File: src/rtl/spi_reg_bridge.sv
// rtl/spi_reg_bridge.sv - SPI mode-0 slave turning MCU frames into register-bus accesses
module spi_reg_bridge #(
    parameter int ADDR_W      = 12,
    parameter int SYNC_STAGES = 2
) (
    input  logic              clk,
    input  logic              reset_n,
    input  logic              spi_clk,
    input  logic              spi_ncs,
    input  logic              spi_din,
    output logic              spi_dout,
    output logic              r_valid,
    output logic              r_wen,
    output logic [ADDR_W-1:0] r_addr,
    output logic [31:0]       r_wdata,
    input  logic [31:0]       r_rdata
);

    typedef enum logic [2:0] {
        S_IDLE, S_CMD, S_ADDR, S_WDATA, S_RDUMMY, S_RDATA
    } state_t;

    logic [SYNC_STAGES-1:0] sck_sync_q, ncs_sync_q, din_sync_q;
    logic                   sck_prev_q, ncs_prev_q;

    // Sync flops clear to 0 so a chip select already low at reset release
    // never looks like a falling edge; the bridge waits for a fresh frame.
    always_ff @(posedge clk or negedge reset_n) begin
        if (!reset_n) begin
            sck_sync_q <= '0;
            ncs_sync_q <= '0;
            din_sync_q <= '0;
            sck_prev_q <= 1'b0;
            ncs_prev_q <= 1'b0;
        end else begin
            sck_sync_q <= {sck_sync_q[SYNC_STAGES-2:0], spi_clk};
            ncs_sync_q <= {ncs_sync_q[SYNC_STAGES-2:0], spi_ncs};
            din_sync_q <= {din_sync_q[SYNC_STAGES-2:0], spi_din};
            sck_prev_q <= sck_sync_q[SYNC_STAGES-1];
            ncs_prev_q <= ncs_sync_q[SYNC_STAGES-1];
        end
    end

    logic sck_s, ncs_s, din_s, sck_rise, sck_fall, ncs_fall;
    assign sck_s    = sck_sync_q[SYNC_STAGES-1];
    assign ncs_s    = ncs_sync_q[SYNC_STAGES-1];
    assign din_s    = din_sync_q[SYNC_STAGES-1];
    assign sck_rise = sck_s & ~sck_prev_q;
    assign sck_fall = ~sck_s & sck_prev_q;
    assign ncs_fall = ~ncs_s & ncs_prev_q;

    state_t            state_q;
    logic [2:0]        bit_cnt_q;
    logic [1:0]        byte_cnt_q;
    logic [31:0]       rx_q, tx_q, word_d;
    logic              rd_pend_q, dout_q, valid_q, wen_q;
    logic [ADDR_W-1:0] addr_q;
    logic [31:0]       wdata_q;
    logic              byte_done, word_done;

    // The command and address bytes land in word_d[15:0] at the end of ADDR.
    assign word_d    = {rx_q[30:0], din_s};
    assign byte_done = (bit_cnt_q == 3'd7);
    assign word_done = byte_done && (byte_cnt_q == 2'd3);

    always_ff @(posedge clk or negedge reset_n) begin
        if (!reset_n) begin
            state_q    <= S_IDLE;
            bit_cnt_q  <= '0;
            byte_cnt_q <= '0;
            rx_q       <= '0;
            tx_q       <= '0;
            rd_pend_q  <= 1'b0;
            dout_q     <= 1'b0;
            valid_q    <= 1'b0;
            wen_q      <= 1'b0;
            addr_q     <= '0;
            wdata_q    <= '0;
        end else begin
            valid_q <= 1'b0;
            wen_q   <= 1'b0;
            if (valid_q && wen_q)
                addr_q <= addr_q + ADDR_W'(1);
            if (valid_q && !wen_q)
                tx_q <= r_rdata;
            // A queued prefetch still fires even if the frame has just ended.
            if (rd_pend_q) begin
                valid_q   <= 1'b1;
                rd_pend_q <= 1'b0;
            end
            if (state_q != S_IDLE && ncs_s) begin
                state_q    <= S_IDLE;
                bit_cnt_q  <= '0;
                byte_cnt_q <= '0;
                rx_q       <= '0;
                dout_q     <= 1'b0;
            end else if (state_q == S_IDLE) begin
                if (ncs_fall) begin
                    state_q    <= S_CMD;
                    bit_cnt_q  <= '0;
                    byte_cnt_q <= '0;
                    rx_q       <= '0;
                end
            end else begin
                if (sck_rise) begin
                    rx_q      <= word_d;
                    bit_cnt_q <= bit_cnt_q + 3'd1;
                    if (byte_done)
                        byte_cnt_q <= byte_cnt_q + 2'd1;
                    case (state_q)
                        S_CMD:    if (byte_done) state_q <= S_ADDR;
                        S_ADDR: if (byte_done) begin
                            addr_q     <= word_d[ADDR_W-1:0];
                            byte_cnt_q <= '0;
                            if (word_d[15]) begin
                                state_q <= S_WDATA;
                            end else begin
                                state_q <= S_RDUMMY;
                                valid_q <= 1'b1;
                            end
                        end
                        S_RDUMMY: if (byte_done) begin
                            state_q    <= S_RDATA;
                            byte_cnt_q <= '0;
                        end
                        S_WDATA: if (word_done) begin
                            wdata_q <= word_d;
                            valid_q <= 1'b1;
                            wen_q   <= 1'b1;
                        end
                        S_RDATA: if (word_done) begin
                            addr_q    <= addr_q + ADDR_W'(1);
                            rd_pend_q <= 1'b1;
                        end
                        default: ;
                    endcase
                end
                if (sck_fall && state_q == S_RDATA) begin
                    dout_q <= tx_q[31];
                    tx_q   <= {tx_q[30:0], 1'b0};
                end
            end
        end
    end

    assign spi_dout = dout_q;
    assign r_valid  = valid_q;
    assign r_wen    = wen_q;
    assign r_addr   = addr_q;
    assign r_wdata  = wdata_q;

endmodule

File: config.mk
export PLATFORM = sky130hd
export DESIGN_NAME = spi_reg_bridge
export DESIGN_NICKNAME = d
export VERILOG_FILES = /design/src/rtl/spi_reg_bridge.sv
export SDC_FILE = /design/constraint.sdc
export NUM_CORES = 1
export LEC_CHECK = 0
export CORE_UTILIZATION = 50
export CTS_BUF_LIST = sky130_fd_sc_hd__clkbuf_8
export DETAILED_ROUTE_END_ITERATION = 7
export GPL_ROUTABILITY_DRIVEN = 0
export GPL_TIMING_DRIVEN = 0
export PLACE_DENSITY = 0.74
export RECOVER_POWER = 100
export SETUP_SLACK_MARGIN = 0.4
export SLEW_MARGIN = 10
export SYNTH_ARGS = -nofsm -noshare
export SYNTH_HDL_FRONTEND = slang
export SYNTH_SLANG_ARGS = --single-unit
export TNS_END_PERCENT = 30
File: constraint.sdc
create_clock -name clk -period 4.21 [get_ports clk]
set_clock_uncertainty 0.2 [all_clocks]
set_input_delay 0.842 -clock clk [delete_from_list [all_inputs] [get_ports clk]]
set_output_delay 0.842 -clock clk [all_outputs]
set_load 0.005 [all_outputs]
Yosys cells after proc, flatten, opt, wreduce, memory -nomap -nowiden --
Cells that the tools add are included.
Storage, ports and cells: flip-flop bits (word level) 127, output and inout port bits 47, logic and storage cells 110
Cells by class: add/subtract/negate cells 3, equal/unequal tests 12, muxes and demuxes 55, bitwise operators 8, reductions and logical operators 16
Operators with widths (number):
- 32-bit two-way mux | 4
- 31-bit two-way mux | 4
- 12-bit two-way mux | 6
- 3-bit two-way mux | 12
- 12-bit case mux with 2 select lines | 1
- 1-bit two-way mux | 19
- 2-bit two-way mux | 7
- 12-bit by 1-bit adder with 12-bit output, second input constant | 1
- 4-bit inequality test, second input constant | 3
- 3-bit == test, second input constant | 3
- 3-bit case mux with 3 select lines | 1
- 3-bit by 2-bit == test with 1-bit output, second input constant | 2
- 6-bit AND reduction | 1
- 3-bit nonzero test | 2
- 1-bit logical AND | 5
- 1-bit NOT | 5
- 5-bit AND reduction | 1
- 5-bit nonzero test | 1
- 2-bit AND reduction | 2
- 3-bit by 1-bit adder with 3-bit output, second input constant | 1
- 1-bit bitwise AND | 3
- 3-bit by 1-bit == test with 1-bit output, second input constant | 1
- 3-bit zero test | 1
- 3-bit inequality test, second input constant | 1
- 7 further kinds | 7

Depth between registers and ports, before layout --
depth after elaboration 7, mapped depth 9, gate-level depth less buffers 7

Worst setup path before layout --
Ideal clock, no wire load.
path kind flip-flop to flip-flop, start point register ncs_sync_q[1], end point register wdata_q[0], in the netlist r_wdata[0], setup time 0.116 ns, arrival time 1.782 ns, data required time 3.894 ns, slack 2.112 ns, cell stages (with the launch flop) 9, path through dfrtp_1 -> or3b_1 -> buf_6 -> or3_4 -> buf_6 -> buf_8 -> buf_8 -> nand2_1 -> nand2_1
Between the ends: longest elaborated chain between the ends 3
Ends and longest elaborated chain:
- start, declared | RTL line 23 | logic [SYNC_STAGES-1:0] sck_sync_q, ncs_sync_q, din_sync_q;
- start signal, assigned | RTL line 37 | ncs_sync_q <= {ncs_sync_q[SYNC_STAGES-2:0], spi_ncs};
- 1-bit logical AND | RTL line 91 | if (state_q != S_IDLE && ncs_s) begin
- 1-bit NOT (no line)
- 5-bit AND reduction (no line)
- end signal, assigned | RTL line 127 | wdata_q <= word_d;
- end, declared | RTL line 58 | logic [31:0] wdata_q;
Every way passes these cells. A chain may end at the register's enable or synchronous reset.

Worst setup path after layout --
start point register ncs_sync_q[1], end point register wdata_q[9], in the netlist r_wdata[9]
The elaborated chain is that of the path after synthesis.

==> results.json <==
{
  "status": "finished, violations left",
  "violations": "capacitance limit, slew limit",
  "synth-seq-cells": 127,
  "fp.dieArea_sq_um": 11800,
  "ys_seq_area_share_pct": 55.8,
  "cp-start-kind": "flip-flop",
  "worstReg2RegStart": "ncs_sync_q[1]$_DFF_PN0_",
  "fin_setup_tns_ns": 0,
  "insertion_delay_ns": 0.42,
  "antenna_found_initial": 0,
  "p_leak_uw": 0.00320,
  "root_buffer": "clkbuf_8",
  "postCtsHoldBufs": 0,
  "power_frac_comb_pct": 10.7,
  "path_cells": "or3b_1, clkbuf_1, or3_1, clkbuf_1, clkbuf_1, clkbuf_1, nand2_1, nand2_1",
  "ir_worst_vdd_uv": 203,
  "cts_sinks": 127,
  "critPathRequiredTime_ns": 4.32,
  "viasPerCell": 5.57,
  "endpoint_kind": "flip-flop",
  "grt_start_max_net_pins": 71,
  "drtIter0Drc": 254,
  "nets": 692,
  "synthTopCellsByCount": "127 x dfrtp_1, 106 x nand2_1, 50 x nor2_1",
  "fmax_ghz": 0.359,
  "finalMaxSlewViolations": 71,
  "worstHoldStart": "sck_sync_q[0]$_DFF_PN0_",
  "power_density_nw_per_um2": 387,
  "post_drt_wl_per_cell_microns": 15.7,
  "topRoutingLayerUsed": "met4",
  "area_growth_pct": 24.6,
  "pre_cts_ws_ns": 1.66,
  "postSynthNetCount": 589,
  "met2RoutedLength_microns": 6110,
  "drt-total-wl_microns": 12600,
  "vias": 4472,
  "max_stage_delay_ns": 0.48,
  "clockBufferDepth": 2,
  "diodes": 0,
  "ys_types": 51,
  "min_path_cells": 0,
  "cap_violations": 1,
  "reg2reg_slack_ns": 1.43,
  "tightestPinTransition_ns": 1.69,
  "swShare_pct": 25.3,
  "multi_input_area_sq_um": 2300,
  "arrival_ns": 2.89,
  "syn_area_sq_um": 5690,
  "met3_wirelength_microns": 595,
  "wl_met1_microns": 5800,
  "rsz0062_at_grt": "false",
  "hold_end": "sck_sync_q[1]$_DFF_PN0_",
  "worstSetupPathType": "flip-flop to flip-flop",
  "syn_inst": 547,
  "core_area_sq_um": 11000,
  "reg2reg_to": "r_wdata[9]$_DFFE_PN0P_",
  "cts_tree": "built",
  "grt_pass1_wl_microns": 20800,
  "slew_headroom_pct": -12.3,
  "critPathBufInv": 4,
  "syn_avg_cell_area_sq_um": 10.4,
  "path_clk_slew_ns": 0.07,
  "synth_flop_cell": "dfrtp_1",
  "drtPass1Iterations": 4,
  "cts_resized": 0,
  "setup_viol": 0,
  "start_util_pct": 51.8,
  "htree_levels": 4,
  "finalPower_uw": 2740,
  "synthArstFlopShare_pct": 100,
  "yosysMostFrequentCell": "dfrtp_1",
  "ant_nets": 0,
  "r2r_cells": 8,
  "cts_made_buffers": 17,
  "regArea_sq_um": 3180,
  "drc": 0,
  "min_period_over_period_pct": 66.1,
  "setup_slack_ns": 1.43,
  "crit_path_max_fanout": 10,
  "cp_common_cell": "clkbuf_1",
  "hold-worst-slack_ns": 0.138,
  "place_hpwl_microns": 8650,
  "pwr-share-clk_pct": 43.3,
  "port_buffers": 83,
  "synth_top_area_cell": "dfrtp_1",
  "switchingPower_uw": 693,
  "crit_family": "simple AND/OR/NAND/NOR gates",
  "synth.area.top_cells": "dfrtp_1 56%, nand2_1 7.0%, mux2i_1 6.0%",
  "first_global_vias": 4394,
  "ioPinCount": 84,
  "overflow": 0,
  "fin_crit_ns": 2.78,
  "hold_violations": 0,
  "critical_path.slowest_cell": "dfrtp_1",
  "std_cell_rows": 38,
  "post_cts_buffers": 0,
  "hp-class": "flip-flop to flip-flop",
  "seq_power_share_pct": 46.0,
  "die_w_microns": 109,
  "p_int_uw": 2050,
  "die_h_microns": 109,
  "ys_warn_count": 0,
  "drive_gt1_share_pct": 6.64,
  "yosysTopAreaCellShare_pct": 55.8,
  "synth_edf_count": 0,
  "nFillCells": 929,
  "track_usage_pct": 22.9
}
-- power groups by stage --
stage	Clock, uW	Combinational [uW]	Sequential, uW
global route	1270	318	1260
floorplan	0	181	1280
CTS	1210	302	1260
detailed placement	0	298	1280
finish	1190	292	1260
global placement	0	284	1280
-- cells by family after synthesis --
logic type	synth area share, %
AND/OR/NAND/NOR	15.7
flip-flops	55.8
AO/OA/AOI/OAI	14.0
multiplexers	6.97
buffers and inverters	3.69
XOR/XNOR	2.46
adder cells (fa/ha/maj)	1.28
-- sequential cells by signal (all words and copies together) (netlist names), 2 cells and up --
| name | count |
|---|---|
| r_wdata | 32 |
| tx_q | 32 |
| state_q | 3 |
| sck_sync_q | 2 |
| bit_cnt_q | 3 |
| rx_q | 31 |
| ncs_sync_q | 2 |
| din_sync_q | 2 |
| r_addr | 12 |
| byte_cnt_q | 2 |
-- through the flow --
| step | cell area [sq um] | std cells | util [%] |
|---|---|---|---|
| after floorplan | 5690 | 547 | - |
| after global placement | 6700 | 770 | 61.0 |
| after detailed placement | 6730 | 771 | 61.2 |
| after CTS | 7180 | 803 | 65.4 |
| after global routing | 7090 | 803 | 64.6 |
| final | 7090 | 803 | 64.6 |
-- layout by cell type (no fill, tap or decap), types with 9 or more instances in the layout --
cell type	n
dfrtp_1	127
nand2_1	106
nor2_1	50
dlygate4sd3_1	50
a21oi_1	39
mux2i_1	34
a22o_1	33
clkdlybuf4s50_1	32
clkbuf_1	28
o21ai_0	17
clkbuf_8	17
nand3_1	13
xor2_1	11
nor3_1	9
-- how the worst max path moves through the flow --
| stage | startpoint | depth (start not counted) | end | slack, ns |
|---|---|---|---|---|
| 3_5_place_dp | bit_cnt_q[0]$_DFFE_PN0P_ | 7 | r_addr[4]$_DFF_PN0_ | 1.66 |
| 3_3_place_gp | reset_n | 1 | tx_q[19]$_DFF_PN0_ | -2.70 |
| 4_1_cts | bit_cnt_q[0]$_DFFE_PN0P_ | 7 | r_addr[4]$_DFF_PN0_ | 1.59 |
| 2_1_floorplan | ncs_sync_q[1]$_DFF_PN0_ | 8 | r_wdata[0]$_DFFE_PN0P_ | 2.11 |
| 5_1_grt | reset_n | 2 | spi_dout$_DFFE_PN0P_ | 1.15 |
| 6_report | ncs_sync_q[1]$_DFF_PN0_ | 8 | r_wdata[9]$_DFFE_PN0P_ | 1.43 |
-- area by class of cell --
type,instances,share of cell area [%]
multi-input cells,383,32.4
clock buffers,17,3.30
clock inverters,15,3.09
inverters,3,0.159
plain buffers,34,1.94
repair buffers,84,11.8
well taps,140,2.47
flip-flops and latches,127,44.8
-- per-layer routing --
metal,track usage (%),vias to the layer above
li1,-,2134
met5,0,-
met2,35.4,114
met3,5.20,13
met1,31.9,2211
met4,7.53,0
Power figures use the tool's default switching activity.
==> RTL change, RTL diff (same settings) <==
Make the reset (`reset_n`) synchronous in 2 clocked blocks.
--- a/src/rtl/spi_reg_bridge.sv
+++ b/src/rtl/spi_reg_bridge.sv
@@ -25,7 +25,7 @@
 
     // Sync flops clear to 0 so a chip select already low at reset release
     // never looks like a falling edge; the bridge waits for a fresh frame.
-    always_ff @(posedge clk or negedge reset_n) begin
+    always_ff @(posedge clk) begin
         if (!reset_n) begin
             sck_sync_q <= '0;
             ncs_sync_q <= '0;
@@ -63,7 +63,7 @@
     assign byte_done = (bit_cnt_q == 3'd7);
     assign word_done = byte_done && (byte_cnt_q == 2'd3);
 
-    always_ff @(posedge clk or negedge reset_n) begin
+    always_ff @(posedge clk) begin
         if (!reset_n) begin
             state_q    <= S_IDLE;
             bit_cnt_q  <= '0;
Function: same outputs for any inputs over 4 cycles, from zero or initial values and one cycle with reset_n low; that may be too few to reach the edited logic, so the function may still have changed.
==> RTL change against the unedited design <==
  * Design area is 4.2% lower
  * Wire length decreased by 1.1%
  * Global-route usage increased by 0.11 points
  * Synthesized area is 4.6% lower
  * Setup slack got worse by 0.24 ns
  * Sequential cell count did not move
  * Synthesized cell count up 6.9%
  * Via count rose by 3.7%
  * Cell count up 4.0%
Power is not compared: it rests on default switching activity, and its combinational part moved more than twofold at a synthesized area within 25%.
==> RTL change: results (changes against the unedited design) <==
SLOWEST_STAGE='sky130_fd_sc_hd__nor3b_1'
LAYOUT.BUFFER.NONCLOCK.AREA_SHARE_PCT=14.7  # +0.97 points
DP_WORST_SETUP_SLACK_NS=1.67  # +0.0162 ns
POST_SYNTH_NET_TOTAL=627  # +6.5%
AREA_SHARE_CLOCK_BUF_INV_PCT=6.32  # -0.070 points
NUM-NETS-FINAL=728  # +5.2%
SYNTH_TOP_FAMILY_BY_AREA='compound AO/OA/AOI/OAI gates'
SYNTH_SEQ_AREA_SHARE_PCT=46.8  # -9.0 points
HOLD_START='ncs_sync_q[0]'
SYNTHXORXNORAREAFRAC_PCT=2.26  # -0.20 points
VIAS=4637  # +3.7%
ADDER_AND_MAJORITY_GATE_PORTION_OF_THE_SYNTHESIZED_AREA_PCT=1.15  # -0.12 points
P_TOTAL_mW=2.41
SYNTH.AREA.TOP_CELLS='sky130_fd_sc_hd__dfxtp_1, sky130_fd_sc_hd__nand2_1, sky130_fd_sc_hd__mux2i_1'
SYNTH_AREA_PER_CELL_UM2=9.28  # -11%
POST-PLACE-CELLS=803  # +4.2%
RUN_STATUS='finished clean'
CRIT_PATH_END='rx_q[12]'
CP_SLOWEST_STAGE_DELAY_NS=0.59  # +0.11 ns
DETAIL_ROUTE.FIRST_PASS.ITERATIONS=5  # +1
GRT_PASS1_WL_UM=20900  # +0.33%
POST_SYNTHESIS_COMPOUND_GATE_AREA_FRACTION_PCT=21.2  # +7.1 points
CLOCK.FMAX_MHz=331  # -7.9%
MUXSHAREOFSYNTHAREA_PCT=6.48  # -0.49 points
FINAL.FILL_COUNT=911  # -1.9%
LAYOUT.NON_CLOCK_BUFFERS=126  # +6.8%
TRACK_USAGE_PCT=23.0  # +0.11 points
MULTI_INPUT_COMB_CELLS=410  # +7.0%
HOLD_PATH_DEPTH=1  # +1
MULTI_INPUT_AREA_SHARE_PCT=38.8  # +6.4 points
SEQUENTIAL_AREA_UM2=2540  # -20%
CRITPATHREQUIREDTIME_NS=4.37  # +0.05 ns
CLOCK_BUFFERS=18  # +1
COREAREA_UM2=10400  # -5.2%
WORSTMARGINPINSLEW_NS=1.22  # -0.469 ns
WORST_R2R_STARTPOINT='state_q[0]'
## RTL change: cell types whose count changed after synthesis, moves of 8 or more
cell | before | now
sky130_fd_sc_hd__a21boi_0 | 1 | 32
sky130_fd_sc_hd__a21oi_1 | 39 | 8
sky130_fd_sc_hd__a22o_1 | 33 | 1
sky130_fd_sc_hd__a22oi_1 | 4 | 40
sky130_fd_sc_hd__clkbuf_1 | 14 | 26
sky130_fd_sc_hd__dfrtp_1 | 127 | 0
sky130_fd_sc_hd__dfxtp_1 | 0 | 127
sky130_fd_sc_hd__o211a_1 | 2 | 31
sky130_fd_sc_hd__o21ai_0 | 15 | 3
sky130_fd_sc_hd__xor2_1 | 11 | 3
## RTL change: per-layer routing
metal	vias up	track usage, %	share of wire [%]
met3	27	5.76	5.2
met5	-	0	0
met4	0	8.33	2.1
met2	132	37.7	48
li1	2277	-	-
met1	2201	29.1	45
